--- config.mk ---
export PLATFORM = sky130hd
export DESIGN_NAME = gcd_binary_unit
export DESIGN_NICKNAME = d
export VERILOG_FILES = /design/src/rtl/gcd_binary_unit.sv
export SDC_FILE = /design/constraint.sdc
export NUM_CORES = 1
export LEC_CHECK = 0
export ABC_AREA = 0
export CAP_MARGIN = 20
export CELL_PAD_IN_SITES_DETAIL_PLACEMENT = 1
export CELL_PAD_IN_SITES_GLOBAL_PLACEMENT = 1
export CORE_MARGIN = 1
export CORE_UTILIZATION = 47
export DETAILED_ROUTE_END_ITERATION = 10
export PLACE_DENSITY_LB_ADDON = 0.1
export SETUP_SLACK_MARGIN = 0.2
export SLEW_MARGIN = 5
export SYNTH_ARGS = -nofsm -noshare
export SYNTH_HDL_FRONTEND = slang
export SYNTH_SLANG_ARGS = --single-unit
--- constraint.sdc ---
create_clock -name i_clk -period 8.36 [get_ports i_clk]
set_input_delay 1.672 -clock i_clk [delete_from_list [all_inputs] [get_ports i_clk]]
set_output_delay 1.672 -clock i_clk [all_outputs]
set_load 0.02 [all_outputs]
--- src/rtl/gcd_binary_unit.sv ---
// -----------------------------------------------------------------------------
// gcd_binary_unit
//
// Binary (Stein) GCD engine. It uses shifts and subtractions only, with no
// divider. Operands are accepted through a valid/ready handshake on the input
// side. The result is offered through a valid/ready handshake on the output
// side. The unit processes one operation at a time: IDLE -> CALC -> DONE.
//
// Optional feature: define GCD_CYCLE_COUNT_EN to add o_cycles. It reports the
// number of CALC cycles (including the terminating one) taken by the current
// or last result.
//
// Ports:
//   i_clk        clock, rising edge
//   i_rst_n      asynchronous active-low reset
//   i_a, i_b     operands, sampled on input handshake
//   i_in_valid   operands valid
//   o_in_ready   unit can accept operands (state == IDLE)
//   o_out_valid  o_c holds a result (state == DONE)
//   i_out_ready  consumer accepts result
//   o_c          gcd result, held until the next result is produced
//   o_busy       high while computing (state == CALC)
//   o_cycles     (GCD_CYCLE_COUNT_EN only) CALC cycle count of the result
// -----------------------------------------------------------------------------
module gcd_binary_unit #(
  parameter  int WIDTH = 16,
  localparam int K_W   = $clog2(WIDTH + 1),
  localparam int CNT_W = $clog2(2 * WIDTH + 2)
) (
  input  logic             i_clk,
  input  logic             i_rst_n,
  input  logic [WIDTH-1:0] i_a,
  input  logic [WIDTH-1:0] i_b,
  input  logic             i_in_valid,
  output logic             o_in_ready,
  output logic             o_out_valid,
  input  logic             i_out_ready,
  output logic [WIDTH-1:0] o_c,
`ifdef GCD_CYCLE_COUNT_EN
  output logic [CNT_W-1:0] o_cycles,
`endif
  output logic             o_busy
);

  typedef enum logic [1:0] {
    S_IDLE = 2'd0,
    S_CALC = 2'd1,
    S_DONE = 2'd2
  } state_t;

  state_t           state;
  logic [WIDTH-1:0] x;
  logic [WIDTH-1:0] y;
  logic [K_W-1:0]   k;    // common power of two removed so far
`ifdef GCD_CYCLE_COUNT_EN
  logic [CNT_W-1:0] cnt;  // CALC cycles elapsed for the current operation
`endif

  // Handshake flags are decoded from registered state only. This keeps every
  // input-to-output path broken by a flop.
  assign o_in_ready  = (state == S_IDLE);
  assign o_busy      = (state == S_CALC);
  assign o_out_valid = (state == S_DONE);

  // NOTE: sequential state uses non-blocking (<=) assignments only. Every
  // register then samples the pre-edge values of the others, regardless of
  // statement order inside the block.
  always_ff @(posedge i_clk or negedge i_rst_n) begin
    if (!i_rst_n) begin
      state    <= S_IDLE;
      x        <= '0;
      y        <= '0;
      k        <= '0;
      o_c      <= '0;
`ifdef GCD_CYCLE_COUNT_EN
      cnt      <= '0;
      o_cycles <= '0;
`endif
    end else begin
      case (state)
        S_IDLE: begin
          if (i_in_valid) begin
            x     <= i_a;
            y     <= i_b;
            k     <= '0;
`ifdef GCD_CYCLE_COUNT_EN
            cnt   <= '0;
`endif
            state <= S_CALC;
          end
        end

        S_CALC: begin
`ifdef GCD_CYCLE_COUNT_EN
          cnt <= cnt + 1'b1;
`endif
          if (x == '0 || y == '0) begin
            // The surviving operand is the odd part of the gcd. Re-apply the
            // common factor of two. This cannot overflow: result <= max(a,b).
            o_c      <= (x | y) << k;
`ifdef GCD_CYCLE_COUNT_EN
            o_cycles <= cnt + 1'b1;
`endif
            state    <= S_DONE;
          end else if (!x[0] && !y[0]) begin
            x <= x >> 1;
            y <= y >> 1;
            k <= k + 1'b1;
          end else if (!x[0]) begin
            x <= x >> 1;
          end else if (!y[0]) begin
            y <= y >> 1;
          end else if (x >= y) begin
            // The difference of two odd numbers is even, so the shift loses
            // nothing. The comparison guard rules out underflow.
            x <= (x - y) >> 1;
          end else begin
            y <= (y - x) >> 1;
          end
        end

        S_DONE: begin
          if (i_out_ready) begin
            state <= S_IDLE;
          end
        end

        default: state <= S_IDLE;
      endcase
    end
  end

endmodule

=== After elaboration in Yosys (flattened, before gate mapping) ===
Index checks and enable logic that the tools add are counted.

* Word-level logic and storage cells: 61
* Input bits: 36
* Output and inout bits: 19
* Flip-flop bits (word level): 55

* $add $sub $neg: 3
* Equal/unequal tests: 11
* Reduce and logical (&&, ||, !) cells: 15
* Shifts and indexed selects: 1
* Magnitude comparators: 1
* Multiplexer cells: 22
* Bitwise operators: 1

{| class="wikitable"
|+ Operators by type and width
! cell !! count
|-
| 16-bit 2-to-1 mux || 12
|-
| 16-bit one-hot mux with 2 select lines || 2
|-
| 16-bit zero test || 2
|-
| 16-bit subtractor || 2
|-
| 16-bit greater-or-equal comparator || 1
|-
| 16-bit OR || 1
|-
| 16-bit by 5-bit left shift with 16-bit output || 1
|-
| 5-bit 2-to-1 mux || 3
|-
| 5-bit one-hot mux with 2 select lines || 1
|-
| 5-bit AND reduction || 2
|-
| 4-bit AND reduction || 2
|-
| 2-bit 2-to-1 mux || 3
|-
| 2-bit by 1-bit != test with 1-bit output, second input constant || 3
|-
| 2-bit one-hot mux with 3 select lines || 1
|-
| 3-bit AND reduction || 2
|-
| 5-bit by 1-bit adder with 5-bit output, second input constant || 1
|-
| 2-bit != test, second input constant || 2
|-
| 4-bit by 2-bit != test with 1-bit output, second input constant || 1
|-
| 4-bit by 3-bit != test with 1-bit output, second input constant || 1
|-
| 4-bit != test, second input constant || 1
|-
| 3-bit by 1-bit != test with 1-bit output, second input constant || 1
|-
| 2-bit by 1-bit == test with 1-bit output, second input constant || 1
|-
| 2-bit == test, second input constant || 1
|-
| 1-bit zero test || 2
|-
| other kinds (5) || 5
|}

=== Depth between registers and ports, before layout ===
* Depth after elaboration: 7
* Depth in mapped cells: 13
* Mapped depth without buffers: 11

=== Least setup slack after synthesis ===
Ideal clock, no wire load.

* Kind: input to register
* Start: in i_in_valid
* End: reg y[14]
* Path buffers: 1
* Path slack: 5.206 ns
* Required time: 8.277 ns
* Library setup time: 0.083 ns
* Stages: 7
* Data arrival time: 3.072 ns
* Cell sequence: and2_0 -> o21bai_1 -> o21a_1 -> o21bai_2 -> clkbuf_1 -> o21ai_0 -> o22ai_1

* Cells in the longest elaborated chain, start to end: 2

{| class="wikitable"
|+ RTL lines
! what !! RTL line !! text
|-
| start: declaration || 34 || <nowiki>input logic i_in_valid,</nowiki>
|-
| 2-bit != test (no source line) || n/a ||
|-
| 5-bit AND reduction (no source line) || n/a ||
|-
| end signal: assignment || 84 || <nowiki>y <= i_b;</nowiki>
|-
| end signal: assignment || 107 || <nowiki>y <= y >> 1;</nowiki>
|-
| end signal: assignment || 112 || <nowiki>y <= y >> 1;</nowiki>
|-
| end: declaration || 53 || <nowiki>logic [WIDTH-1:0] y;</nowiki>
|}

No other way between the ends.
A chain may end at the register's enable or synchronous reset.

=== Final worst setup path ===
* Start: reg state[1]
* End: out o_busy

* Cells in the longest elaborated chain, start to end: 1

{| class="wikitable"
|+ RTL lines
! what !! RTL line !! text
|-
| start: declaration || 51 || <nowiki>state_t state;</nowiki>
|-
| start signal: assignment || 70 || <nowiki>state <= S_IDLE;</nowiki>
|-
| start signal: assignment || 89 || <nowiki>state <= S_CALC;</nowiki>
|-
| start signal: assignment || 104 || <nowiki>state <= S_DONE;</nowiki>
|-
| 2-bit by 1-bit == test with 1-bit output || 62 || <nowiki>assign o_busy = (state == S_CALC);</nowiki>
|-
| end: declaration || 42 || <nowiki>output logic o_busy</nowiki>
|}

No other way between the ends.

==> impl_metrics.sql <==
INSERT INTO impl_metrics (metric_group, metric, value, unit) VALUES
('synth', 'synth.distinct_cells', '60', ''),
('worst_hold_path', 'min_to', 'o_c[4]$_DFFE_PN0P_', ''),
('drt', 'routed-wl-met2', '7400', 'µm'),
('cts', 'htreeDepth', '2', ''),
('synth', 'synth.top_cell.area_share', '0.277', ''),
('timing', 'max_slew.worst_pin.slew', '1.04', 'ns'),
('synth', 'syn_nets', '679', ''),
('synth', 'yosysMostFrequentCell', 'sky130_fd_sc_hd__nand2_1', ''),
('placement', 'globalplace.congestion', '0.969', ''),
('setup_path', 'worst_path_slowest_cell', 'sky130_fd_sc_hd__clkdlybuf4s50_1', ''),
('grt', 'grt_start_max_net_pins', '56', ''),
('die', 'die_w', '105', 'µm'),
('setup_path', 'cp_cell_sequence', 'nand2b_1 > buf_4 > inv_2 > clkdlybuf4s50_1', ''),
('run_status', 'run_status', 'finished, final reports clean', ''),
('timing', 'report.final.setup_viol', '0', ''),
('setup_path', 'crit_family', 'buffers and inverters', ''),
('timing', 'unrepaired_setup_endpoints_after_global_routing', 'no', ''),
('die', 'dieHeight', '105', 'µm'),
('synth', 'synthXorXnorAreaFrac', '0.0547', ''),
('placement', 'hpwlAfterDp', '11900', 'µm'),
('run', 'max-cap-violations', '0', ''),
('drt', 'postRouteAntennaNets', '0', ''),
('finish', 'finish.net_count', '707', ''),
('timing', 'fin_tns_setup', '0', 'ns'),
('timing', 'final-hold-violation-count', '0', ''),
('timing', 'clock_skew', '0.0124', 'ns'),
('timing', 'min_period', '4.11', 'ns'),
('drt', 'num_vias', '4653', ''),
('synth', 'muxShareOfSynthArea', '0.0544', ''),
('drt', 'drt_first_pass_iters', '4', ''),
('grt', 'via_count_of_the_first_global_routing_pass', '4841', ''),
('drt', 'vias_per_cell', '6.15', ''),
('synth', 'synth-warning-count', '0', ''),
('worst_hold_path', 'min_delay_path_depth', '2', ''),
('die', 'placeableCoreArea', '0.0103', 'mm²'),
('cts', 'worstSkewPairLatency', '0.33', 'ns'),
('synth', 'synth_top_cell_by_area', 'sky130_fd_sc_hd__dfrtp_1', ''),
('setup_path', 'critical_path_required', '6.69', 'ns'),
('cts', 'cts_buffers', '5', ''),
('worst_hold_path', 'timing.hold.worst.class', 'flop to flop', ''),
('synth', 'basic_gate_share_of_the_synthesized_area_counting_and_or_nand_and_nor_cells', '0.150', ''),
('setup_path', 'reg2reg_depth', '11', ''),
('timing', 'finalCritPeriodShare', '0.492', ''),
('cts', 'clock-sinks', '55', ''),
('setup_path', 'crit_buf_inv', '3', ''),
('setup_path', 'timing.rr.end', 'x[1]$_DFFE_PN0P_', ''),
('timing', 'slew_headroom', '0.304', ''),
('synth', 'synth.cells.most_frequent', 'sky130_fd_sc_hd__nand2_1 (56), sky130_fd_sc_hd__dfrtp_1 (55), sky130_fd_sc_hd__inv_1 (50), sky130_fd_sc_hd__nor2_1 (50), sky130_fd_sc_hd__ha_1 (48)', ''),
('drt', 'iter_0_drt_violations', '236', ''),
('drt', 'route.met3.wl', '764', 'µm'),
('setup_path', 'worstPathMaxFanout', '36', ''),
('die', 'initial_utilization', '0.483', ''),
('finish', 'nFillCells', '1276', ''),
('synth', 'number_of_synthesized_register_bits', '55', ''),
('worst_hold_path', 'worstHoldStart', 'o_c[4]$_DFFE_PN0P_', ''),
('cts', 'clock-root-buffer', 'sky130_fd_sc_hd__clkbuf_8', ''),
('setup_path', 'crit_path_end_kind', 'primary output', ''),
('drt', 'drt-total-wl', '15400', 'µm'),
('synth', 'synth-edff-count', '0', ''),
('grt', 'global_route.overflow_total', '0', ''),
('setup_path', 'timing.critical_path.from_type', 'flop', ''),
('finish', 'syn2layout_area_growth', '13.6', '%'),
('cts', 'holdBufCountCts', '0', ''),
('synth', 'largest_cells_by_area_after_synthesis', 'sky130_fd_sc_hd__dfrtp_1 (28%), sky130_fd_sc_hd__ha_1 (12%), sky130_fd_sc_hd__xnor2_1 (4.4%)', ''),
('synth', 'netlist_area', '0.00496', 'mm²'),
('synth', 'synth_sequential_area_ratio', '0.277', ''),
('synth', 'synthCells', '593', ''),
('synth', 'synth-adder-area-share', '0.129', ''),
('synth', 'postSynthAreaPerCell', '8.37', 'µm²'),
('placement', 'port_buffers', '54', ''),
('setup_path', 'critPathMaxStageDelay', '0.73', 'ns');
-- metal layers --
layer | global-route usage | up-vias
met4 | 0.102 | 0
met5 | 0 | -
met2 | 0.481 | 123
li1 | - | 2192
met3 | 0.0412 | 25
met1 | 0.403 | 2313
-- area by class of cell --
type | count | area, µm² | area share
Timing Repair Buffer | 58 | 577 | 0.102
Clock inverter | 2 | 16.3 | 0.00288
Clock buffer | 5 | 68.8 | 0.0122
Sequential cell | 55 | 1380 | 0.244
Multi-Input combinational cell | 448 | 3230 | 0.573
Inverter | 53 | 199 | 0.0353
Tap cell | 136 | 170 | 0.0302
-- layout by cell type (no fill, tap or decap), types with 4 or more instances in the layout --
cell type	n
sky130_fd_sc_hd__o221ai_1	4
sky130_fd_sc_hd__nand4_1	6
sky130_fd_sc_hd__ha_1	48
sky130_fd_sc_hd__o21ai_0	29
sky130_fd_sc_hd__mux2_2	8
sky130_fd_sc_hd__o31ai_1	22
sky130_fd_sc_hd__a311oi_1	5
sky130_fd_sc_hd__a22o_1	6
sky130_fd_sc_hd__a221oi_1	21
sky130_fd_sc_hd__xor2_1	6
sky130_fd_sc_hd__nor4_1	8
sky130_fd_sc_hd__a31oi_1	5
sky130_fd_sc_hd__xnor2_1	25
sky130_fd_sc_hd__clkdlybuf4s50_1	53
sky130_fd_sc_hd__clkbuf_8	5
sky130_fd_sc_hd__o21bai_1	6
sky130_fd_sc_hd__nand3_1	4
sky130_fd_sc_hd__a21oi_1	34
sky130_fd_sc_hd__or3_1	4
sky130_fd_sc_hd__inv_1	50
sky130_fd_sc_hd__nor3_1	8
sky130_fd_sc_hd__nand2b_1	9
sky130_fd_sc_hd__o211ai_1	6
sky130_fd_sc_hd__mux2i_1	9
sky130_fd_sc_hd__o41ai_1	6
sky130_fd_sc_hd__nand2_1	56
sky130_fd_sc_hd__mux4_2	4
sky130_fd_sc_hd__nor2_1	50
sky130_fd_sc_hd__a211oi_1	9
sky130_fd_sc_hd__o22ai_1	14
sky130_fd_sc_hd__dfrtp_1	55
sky130_fd_sc_hd__nor2b_1	8
-- cells by family (layout without fill, tap and decap cells) --
| family | Yosys count | after routing |
|---|---|---|
| AO/OA/AOI/OAI | 185 | 185 |
| AND/OR/NAND/NOR | 161 | 161 |
| buffers and inverters | 90 | 118 |
| flip-flops | 55 | 55 |
| adder cells (fa/ha/maj) | 50 | 50 |
| XOR/XNOR | 31 | 31 |
| multiplexers | 21 | 21 |
-- worst min-delay path, delay by kind of cell (launching register included) --
| family | cells | cell delay [ns] |
|---|---|---|
| flops | 1 | 0.36 |
| simple gates | 1 | 0.05 |
| compound gates | 1 | 0.05 |
-- sequential cells by signal (all words and copies together) (netlist names) --
register,flops
k,5
o_c,16
state,2
x,16
y,16
-- how the worst max path moves through the flow --
stage | from | end | slack (ns) | cells after the start
finish | state[1]$_DFFE_PN0P_ | o_busy | 4.25 | 4
global route | state[1]$_DFFE_PN0P_ | o_busy | 4.12 | 4
CTS | state[1]$_DFFE_PN0P_ | o_busy | 4.24 | 4
detailed placement | i_in_valid | y[4]$_DFFE_PN0P_ | 4.10 | 6
global placement | i_in_valid | y[4]$_DFFE_PN0P_ | 4.20 | 6
floorplan | i_in_valid | y[14]$_DFFE_PN0P_ | 5.21 | 7
-- metrics by stage --
step           utilization  area [µm²]  instances  hold WS [ns]  worst slack [ns]
2_1_floorplan            -        4960        593         0.515              5.21
3_3_place_gp         0.538        5530        748         0.461              4.20
3_5_place_dp         0.538        5530        748         0.468              4.10
4_1_cts              0.546        5610        755         0.495              4.24
5_1_grt              0.549        5640        757         0.522              4.12
6_report             0.549        5640        757         0.489              4.25
Power is left out: the tool's default activity adds up to more than one toggle a clock period on the data nets, which glitch-free logic cannot reach.
